**config.mk**
```make
export PLATFORM = sky130hd
export DESIGN_NAME = riscv_irq_arbiter_flat
export DESIGN_NICKNAME = d
export VERILOG_FILES = /design/src/rtl/riscv_defines.sv /design/src/rtl/riscv_irq_arbiter_if.sv /design/src/rtl/riscv_irq_sync.sv /design/src/rtl/riscv_irq_arbiter.sv /design/src/flat_wrapper.sv
export SDC_FILE = /design/constraint.sdc
export NUM_CORES = 1
export LEC_CHECK = 0
export ABC_AREA = 1
export CORE_ASPECT_RATIO = 1.1
export CORE_MARGIN = 2
export CORE_UTILIZATION = 54
export DETAILED_ROUTE_END_ITERATION = 7
export GPL_TIMING_DRIVEN = 0
export PLACE_DENSITY = 0.93
export SYNTH_ARGS = -nofsm -noshare
export SYNTH_HDL_FRONTEND = slang
export SYNTH_SLANG_ARGS = --single-unit
```
**constraint.sdc**
```tcl
create_clock -name clk -period 8.6 [get_ports clk]
set_input_delay 0.86 -clock clk [delete_from_list [all_inputs] [get_ports clk]]
set_output_delay 0.86 -clock clk [all_outputs]
set_load 0.03 [all_outputs]
```
**src/rtl/riscv_defines.sv**
```systemverilog
// Shared interrupt constants for the arbiter and the downstream interrupt controller.
package riscv_defines;

  localparam int IRQ_NUM  = 32;
  localparam int IRQ_ID_W = 5;

  localparam logic [IRQ_ID_W-1:0] IRQ_ID_DEBUG = 5'd12;

endpackage

```
**src/rtl/riscv_irq_arbiter_if.sv**
```systemverilog
// Core-facing interrupt request / acknowledge handshake between the arbiter and the controller.
interface riscv_irq_arbiter_if
  import riscv_defines::*;
();

  logic                irq_o;
  logic [IRQ_ID_W-1:0] irq_id_o;
  logic                irq_sec_o;
  logic                irq_ack_i;
  logic [IRQ_ID_W-1:0] irq_ack_id_i;

  modport master (
    output irq_o,
    output irq_id_o,
    output irq_sec_o,
    input  irq_ack_i,
    input  irq_ack_id_i
  );

  modport slave (
    input  irq_o,
    input  irq_id_o,
    input  irq_sec_o,
    output irq_ack_i,
    output irq_ack_id_i
  );

endinterface

```
**src/rtl/riscv_irq_sync.sv**
```systemverilog
// Multi-flop bit-vector synchroniser for asynchronous inputs; STAGES is 2 or 3.
module riscv_irq_sync #(
  parameter int STAGES = 2,
  parameter int WIDTH  = 32
) (
  input  logic             clk,
  input  logic             rst_n,
  input  logic [WIDTH-1:0] d,
  output logic [WIDTH-1:0] q
);

  logic [WIDTH-1:0] stage_q [STAGES];

  always_ff @(posedge clk or negedge rst_n) begin
    if (!rst_n) begin
      for (int s = 0; s < STAGES; s++) begin
        stage_q[s] <= '0;
      end
    end else begin
      stage_q[0] <= d;
      for (int s = 1; s < STAGES; s++) begin
        stage_q[s] <= stage_q[s-1];
      end
    end
  end

  assign q = stage_q[STAGES-1];

endmodule

```
**src/rtl/riscv_irq_arbiter.sv**
```systemverilog
// Synchronises 32 interrupt lines, tracks edge/level pending state and presents the
// highest-numbered masked pending line to the interrupt controller as a registered triple.
module riscv_irq_arbiter
  import riscv_defines::*;
#(
  parameter int                 SYNC_STAGES    = 2,
  parameter logic [IRQ_NUM-1:0] RESET_EDGE_CFG = 32'h0000_0000
) (
  input  logic                clk,
  input  logic                rst_n,
  input  logic [IRQ_NUM-1:0]  irq_lines_i,
  input  logic [IRQ_NUM-1:0]  irq_edge_cfg_i,
  input  logic [IRQ_NUM-1:0]  irq_mask_i,
  input  logic [IRQ_NUM-1:0]  irq_sec_cfg_i,
  output logic [IRQ_NUM-1:0]  pending_o,
  riscv_irq_arbiter_if.master core
);

  logic [IRQ_NUM-1:0]  sync;
  logic [IRQ_NUM-1:0]  sync_d;
  logic [IRQ_NUM-1:0]  edge_cfg;
  logic [IRQ_NUM-1:0]  edge_pend;
  logic [IRQ_NUM-1:0]  rise;
  logic [IRQ_NUM-1:0]  ack_clr;
  logic [IRQ_NUM-1:0]  pending;
  logic [IRQ_NUM-1:0]  cand;
  logic                win_found;
  logic [IRQ_ID_W-1:0] win_id;
  logic                irq_q;
  logic [IRQ_ID_W-1:0] id_q;
  logic                sec_q;

  riscv_irq_sync #(
    .STAGES (SYNC_STAGES),
    .WIDTH  (IRQ_NUM)
  ) u_sync (
    .clk   (clk),
    .rst_n (rst_n),
    .d     (irq_lines_i),
    .q     (sync)
  );

  assign rise    = sync & ~sync_d;
  assign ack_clr = core.irq_ack_i ? (IRQ_NUM'(1) << core.irq_ack_id_i) : '0;
  assign pending = (edge_pend & edge_cfg) | (sync & ~edge_cfg);
  assign cand    = pending & irq_mask_i;

  // Descending scan: first hit is the highest index; with no candidate the last ID is held.
  always_comb begin
    win_found = 1'b0;
    win_id    = id_q;
    for (int i = IRQ_NUM - 1; i >= 0; i--) begin
      if (cand[i] && !win_found) begin
        win_found = 1'b1;
        win_id    = IRQ_ID_W'(i);
      end
    end
  end

  // A new rising edge beats a same-cycle acknowledge so no event is lost; level lines never hold edge state.
  always_ff @(posedge clk or negedge rst_n) begin
    if (!rst_n) begin
      sync_d    <= '0;
      edge_cfg  <= RESET_EDGE_CFG;
      edge_pend <= '0;
      pending_o <= '0;
      irq_q     <= 1'b0;
      id_q      <= '0;
      sec_q     <= 1'b0;
    end else begin
      sync_d    <= sync;
      edge_cfg  <= irq_edge_cfg_i;
      edge_pend <= ((edge_pend & ~ack_clr) | rise) & edge_cfg;
      pending_o <= pending;
      irq_q     <= win_found;
      id_q      <= win_id;
      sec_q     <= irq_sec_cfg_i[win_id];
    end
  end

  assign core.irq_o     = irq_q;
  assign core.irq_id_o  = id_q;
  assign core.irq_sec_o = sec_q;

endmodule
```
**src/flat_wrapper.sv**
```systemverilog
// flat-port wrapper written by rule: the top's interface ports become plain ports
module riscv_irq_arbiter_flat import riscv_defines::*;
#(
  parameter int                 SYNC_STAGES    = 2,
  parameter logic [IRQ_NUM-1:0] RESET_EDGE_CFG = 32'h0000_0000
)
  (clk, rst_n, irq_lines_i, irq_edge_cfg_i, irq_mask_i, irq_sec_cfg_i, pending_o, core_irq_o, core_irq_id_o, core_irq_sec_o, core_irq_ack_i, core_irq_ack_id_i);
  riscv_irq_arbiter_if core_i ();
  input  logic clk;
  input  logic rst_n;
  input  logic [IRQ_NUM-1:0] irq_lines_i;
  input  logic [IRQ_NUM-1:0] irq_edge_cfg_i;
  input  logic [IRQ_NUM-1:0] irq_mask_i;
  input  logic [IRQ_NUM-1:0] irq_sec_cfg_i;
  output logic [IRQ_NUM-1:0] pending_o;
  output wire logic [$bits(core_i.irq_o)-1:0] core_irq_o;
  output wire logic [$bits(core_i.irq_id_o)-1:0] core_irq_id_o;
  output wire logic [$bits(core_i.irq_sec_o)-1:0] core_irq_sec_o;
  input wire logic [$bits(core_i.irq_ack_i)-1:0] core_irq_ack_i;
  input wire logic [$bits(core_i.irq_ack_id_i)-1:0] core_irq_ack_id_i;
  assign core_irq_o = core_i.irq_o;
  assign core_irq_id_o = core_i.irq_id_o;
  assign core_irq_sec_o = core_i.irq_sec_o;
  assign core_i.irq_ack_i = core_irq_ack_i;
  assign core_i.irq_ack_id_i = core_irq_ack_id_i;
  riscv_irq_arbiter #(.SYNC_STAGES(SYNC_STAGES), .RESET_EDGE_CFG(RESET_EDGE_CFG)) u_core (.clk(clk), .rst_n(rst_n), .irq_lines_i(irq_lines_i), .irq_edge_cfg_i(irq_edge_cfg_i), .irq_mask_i(irq_mask_i), .irq_sec_cfg_i(irq_sec_cfg_i), .pending_o(pending_o), .core(core_i));
endmodule
```
### Yosys cells after proc, flatten, opt, wreduce, memory -nomap -nowiden

Index checks and enable logic that the tools add are counted.

* flip-flop bits (word level): 199
* input port bits: 136
* output and inout port bits: 39
* logic and storage cells: 151

* magnitude comparators: 1
* shift operators: 1
* muxes and demuxes: 67
* bitwise logic cells: 11
* reduce and logical (&&, ||, !) cells: 62

Operator list (count)
* AND 32 bit: 6
* 2-to-1 mux 5 bit: 32
* NOT 32 bit: 3
* OR 32 bit: 2
* 2-to-1 mux 1 bit: 33
* 2-to-1 mux 32 bit: 1
* << shifter 1 x 5 -> 32 bit, first input constant: 1
* logical AND 1 bit: 31
* logical NOT 1 bit: 31
* < comparator 5 x 6 -> 1 bit, second input constant: 1
* binary-select mux 1 bit (select 5 bit): 1

### Logic depth before layout (Yosys ltp)

* word-level depth: 100
* mapped depth: 43
* gate-level depth less buffers: 42

### By module

A second synthesis with hierarchy kept.

* cells, all modules: 760
* area total of the unflattened synthesis: 7763.7 um^2

Modules (own cells, without submodules)
* riscv_irq_arbiter: times used 1, cells each 664, area each 5921.9 um^2, seq. area each 3378.2 um^2
* riscv_irq_sync: times used 1, cells each 96, area each 1841.8 um^2, seq. area each 1601.5 um^2

### Worst setup path after synthesis

OpenSTA, ideal clock, no wires.

* kind: input-to-reg
* from: input irq_mask_i[31]
* to: register u_core.sec_q, in the netlist u_core.core.irq_sec_o
* setup time: 0.116 ns
* data arrival time: 3.639 ns
* required time: 8.484 ns
* setup slack: 4.845 ns
* cell stages on the path: 31
* buffers on the path: 1
* cells stage by stage: nand3_2 > nand2_2 > nor2_4 > nand2_2 > nor2_4 > nand2_2 > nor2_4 > nand4_2 > nor2_4 > nand3_2 > nor2_4 > nand2_4 > nor2_8 > nand3_2 > nor2_4 > nand4_2 > nor2_4 > nand4_2 > nor2_4 > nand2_2 > nor2_8 > nand2_4 > nand2_8 > buf_6 > nand3_1 > nand3_1 > nand3_1 > nand3_1 > nand2_1 > nand2_1 > nand2_1

* cells in the longest elaborated chain, start to end: 97
* elaborated cells on any way between the ends: 128
* classes of those cells: mux: 65; bitwise: 1; reduce/logical: 62

Ends and longest elaborated chain
* from (decl): RTL line flat_wrapper.sv:13 `input logic [IRQ_NUM-1:0] irq_mask_i;`
* AND 32 bit (*): RTL line riscv_irq_arbiter.sv:46 `assign cand = pending & irq_mask_i;`
* 2-to-1 mux 1 bit: RTL line riscv_irq_arbiter.sv:53 `if (cand[i] && !win_found) begin`
* logical NOT 1 bit: RTL line riscv_irq_arbiter.sv:53
* logical AND 1 bit: RTL line riscv_irq_arbiter.sv:53
* 2-to-1 mux 1 bit: RTL line riscv_irq_arbiter.sv:53
* logical NOT 1 bit: RTL line riscv_irq_arbiter.sv:53
* logical AND 1 bit: RTL line riscv_irq_arbiter.sv:53
* 2-to-1 mux 1 bit: RTL line riscv_irq_arbiter.sv:53
* [... 81 more ...]
* logical NOT 1 bit: RTL line riscv_irq_arbiter.sv:53
* logical AND 1 bit: RTL line riscv_irq_arbiter.sv:53
* 2-to-1 mux 1 bit: RTL line riscv_irq_arbiter.sv:53
* logical NOT 1 bit: RTL line riscv_irq_arbiter.sv:53
* logical AND 1 bit: RTL line riscv_irq_arbiter.sv:53
* 2-to-1 mux 5 bit (*): RTL line riscv_irq_arbiter.sv:53
* binary-select mux 1 bit (select 5 bit) (*): RTL line riscv_irq_arbiter.sv:77 `sec_q <= irq_sec_cfg_i[win_id];`
* 2-to-1 mux 1 bit (not written as such) (*): RTL line riscv_irq_arbiter.sv:77
* to (signal assigned): RTL line riscv_irq_arbiter.sv:77
* to (decl): RTL line riscv_irq_arbiter.sv:31 `logic sec_q;`

Mark *: on every way between the ends. The rest lies on a longest branch, timed or not. The select of a mux whose other input is x is not followed.

### Final worst setup path

* from: input irq_mask_i[31]
* to: register u_core.sec_q, in the netlist u_core.core.irq_sec_o

* cells in the longest elaborated chain, start to end: 97
* elaborated cells on any way between the ends: 128
* classes of those cells: mux: 65; bitwise: 1; reduce/logical: 62

Ends and longest elaborated chain
* AND 32 bit (*): RTL line riscv_irq_arbiter.sv:46
* 2-to-1 mux 1 bit: RTL line riscv_irq_arbiter.sv:53
* logical NOT 1 bit: RTL line riscv_irq_arbiter.sv:53
* logical AND 1 bit: RTL line riscv_irq_arbiter.sv:53
* 2-to-1 mux 1 bit: RTL line riscv_irq_arbiter.sv:53
* logical NOT 1 bit: RTL line riscv_irq_arbiter.sv:53
* logical AND 1 bit: RTL line riscv_irq_arbiter.sv:53
* 2-to-1 mux 1 bit: RTL line riscv_irq_arbiter.sv:53
* [... 82 more ...]
* logical AND 1 bit: RTL line riscv_irq_arbiter.sv:53
* 2-to-1 mux 1 bit: RTL line riscv_irq_arbiter.sv:53
* logical NOT 1 bit: RTL line riscv_irq_arbiter.sv:53
* logical AND 1 bit: RTL line riscv_irq_arbiter.sv:53
* 2-to-1 mux 5 bit (*): RTL line riscv_irq_arbiter.sv:53
* via u_core.win_id[1]: RTL line riscv_irq_arbiter.sv:28 `logic [IRQ_ID_W-1:0] win_id;`
* binary-select mux 1 bit (select 5 bit) (*): RTL line riscv_irq_arbiter.sv:77
* 2-to-1 mux 1 bit (not written as such) (*): RTL line riscv_irq_arbiter.sv:77

The timed path passes the listed nets; every way through them passes the cells marked *. The select of a mux whose other input is x is not followed.

==> results.json <==
{
  "status": "complete, no violations",
  "fin_crit_ps": 4230,
  "required_ps": 8920,
  "grt_use_met2_pct": 42.2,
  "start_kind": "input pin",
  "dpl.hpwl_mm": 12.8,
  "fin_skew_ps": 10.5,
  "fmax_mhz": 237,
  "final_core_util_pct": 73.7,
  "clockBufferDepth": 2,
  "fillers": 912,
  "critPathMaxStageDelay_ps": 420,
  "ff_latch_area_um2": 4980,
  "use_met3_pct": 6.00,
  "drt_iter0_markers": 445,
  "synth_seq_cells": 199,
  "synth_area_leaders": "dfrtp_1 66%, nand2_1 9.1%, inv_1 4.7%",
  "busiest_layer": "met2",
  "row_count": 45,
  "yosysSeqAreaShare_pct": 66.3,
  "syn-cell-area_um2": 7510,
  "place_area_um2": 9500,
  "grt_max_degree": 125,
  "vdd_drop_max_mv": 0.177,
  "hold_viol": 0,
  "critPathMostFrequentCell": "nor2_4",
  "cts_tree": "yes",
  "power-per-cell-area_nw_per_um2": 217,
  "cts_buffers": 17,
  "critPathSlowestCell": "clkdlybuf4s50_1",
  "vias": 5639,
  "stdcell_area_um2": 10100,
  "first_pass_iters": 5,
  "p_leak_nw": 4.87,
  "period_share_pct": 49.1,
  "port_buffers": 172,
  "die_w_um": 116,
  "coreArea_um2": 13700,
  "yosysUniqueCellTypes": 31,
  "cts_resized": 0,
  "grt_pass1_vias": 5777,
  "antenna_found_initial": 0,
  "cp_max_fo": 9,
  "synth_warnings": 0,
  "critPathKind": "in2reg",
  "synth_top_area_share_pct": 66.3,
  "slew_viol_final": 0,
  "antenna_left": 0,
  "nets": 1053,
  "slew_headroom_pct": 59.5,
  "multi_input_area_um2": 2110,
  "p_total_mw": 2.19,
  "synthesis.instances": 725,
  "insertion_delay_ps": 430,
  "die_height_um": 128,
  "drc": 0,
  "hold_buffers": 0,
  "post_cts_buffers": 0,
  "avgSynthCellArea_um2": 10.4,
  "dieArea_um2": 14900,
  "worstSetupStartpoint": "irq_mask_i[31]",
  "gp_congestion": 0.891,
  "grt_setup_unrepaired": "no",
  "track_usage_pct": 24.9,
  "grt_pass1_wl_mm": 27.6,
  "grt_util_met1_pct": 29.8,
  "synth_ff_type": "dfrtp_1",
  "arrival_ps": 4550,
  "netlist.top_cell.by_area": "dfrtp_1",
  "ys_async_sr_fraction_pct": 100,
  "hp-class": "reg2reg",
  "clk_root_buffer_cell": "clkbuf_16",
  "end_kind": "flip-flop",
  "worst_pin_slew_ps": 602,
  "min_from": "u_core.u_sync.stage_q[40]",
  "start_util_pct": 54.9,
  "layout-drive-gt1-share_pct": 8.28,
  "wire_per_inst_um": 15.3,
  "num_antenna_cells": 0,
  "drv_cap": 0,
  "cts-htree-levels": 4,
  "setup_viol": 0,
  "via_per_inst": 5.04,
  "synth_nets": 861,
  "ios": 175,
  "synth_edf_count": 0,
  "r2r-start": "u_core.edge_cfg[30]",
  "grt_overflow": 0,
  "clock-sinks": 199,
  "routed_wl_mm": 17.1,
  "area_delta_synth_final_pct": 34.3,
  "clk_pin_slew_worst_paths_ps": 70
}
## area by class of cell
cell class	count	area share, %
flip-flops and latches	199	49.4
multi-input cells	418	20.9
repair buffers	173	17.4
clock buffers	19	4.39
inverters	101	3.76
well taps	188	2.33
clock inverters	13	1.41
plain buffers	7	0.447
## path summary, 6_finish.rpt
check / endpoint / slack (ps) / depth (start not counted)
setup / recovery: u_core.core.irq_sec_o / 4370 / 31
hold / removal: u_core.u_sync.q[8] / 350 / 0
setup reg to reg: u_core.core.irq_sec_o / 4690 / 32
hold reg to reg: u_core.u_sync.q[8] / 350 / 0
max in group asynchronous: u_core.edge_cfg[15] / 7240 / 2
min in group asynchronous: u_core.edge_pend[4] / 390 / 1
## flip-flops by register name (all words and copies together) (netlist names)
| register | flops |
|---|---|
| u_core.u_sync.q | 32 |
| u_core.sync_d | 32 |
| u_core.core.irq_sec_o | 1 |
| u_core.pending_o | 32 |
| u_core.edge_pend | 32 |
| u_core.core.irq_id_o | 5 |
| u_core.u_sync.stage_q | 32 |
| u_core.edge_cfg | 32 |
| u_core.core.irq_o | 1 |
## power by group
| group | switching, mW | total (mW) | internal (mW) |
|---|---|---|---|
| Clock | 0.340 | 0.780 | 0.440 |
| Sequential | 0.0294 | 1.03 | 0.999 |
| Combinational | 0.214 | 0.378 | 0.164 |
## Yosys cell counts (3+ instances only)
| cell | instances |
|---|---|
| o21ai_0 | 29 |
| nand3_2 | 3 |
| dfrtp_1 | 199 |
| nand3_1 | 64 |
| nor3_1 | 7 |
| o22ai_1 | 27 |
| o21ai_1 | 3 |
| nand3b_1 | 11 |
| nand2_1 | 183 |
| nand4_2 | 3 |
| inv_2 | 6 |
| nor2_4 | 8 |
| nand2_2 | 12 |
| clkbuf_1 | 4 |
| nor2_1 | 37 |
| nand2_4 | 3 |
| nand4_1 | 8 |
| o32ai_1 | 5 |
| inv_1 | 94 |
## metrics by stage
step | setup slack [ps] | TNS [ps] | std cells | hold slack (ps)
floorplan | 4850 | 0 | 725 | 331
global placement | -1010 | -196030 | 1085 | 332
detailed placement | 3930 | 0 | 1086 | 335
CTS | 4360 | 0 | 1118 | 350
global route | 4010 | 0 | 1118 | 354
finish | 4370 | 0 | 1118 | 347
## per-layer routing
layer / share of wire (%) / routed length, um
met5: 0 / 0
met4: 3.7 / 629
met3: 5.7 / 974
met1: 39 / 6640
met2: 52 / 8850
## layout by cell type (no fill, tap or decap), types with 2 or more instances in the layout
cell type and instances:
dfrtp_1 199, nand2_1 183, clkdlybuf4s50_1 171, inv_1 94, nand3_1 64, nor2_1 37
o21ai_0 29, o22ai_1 27, clkbuf_16 17, nand2_2 12, nand3b_1 11, nand4_1 8
nor2_4 8, nor3_1 7, inv_2 6, clkbuf_1 5, o32ai_1 5, clkinv_2 4
inv_6 4, o21ai_1 3, nand3_2 3, nand4_2 3, nand2_4 3, a21boi_0 2
nor2_8 2, and2_1 2, and3_1 2, a31oi_1 2, a31o_2 2, buf_6 2
bufinv_16 2
## cells by family (layout without fill, tap and decap cells)
group | Yosys count | after routing | synth area share, %
flip-flops | 199 | 199 | 66.3
buffers and inverters | 108 | 313 | 5.65
AO/OA/AOI/OAI | 71 | 71 | 5.66
AND/OR/NAND/NOR | 347 | 347 | 22.4
## critical path, delay by kind of cell
| family | cells | cell delay (ps) |
|---|---|---|
| buf+inv | 2 | 550 |
| simple gates | 28 | 3010 |
| compound gates | 1 | 110 |
Power figures use the tool's default switching activity.
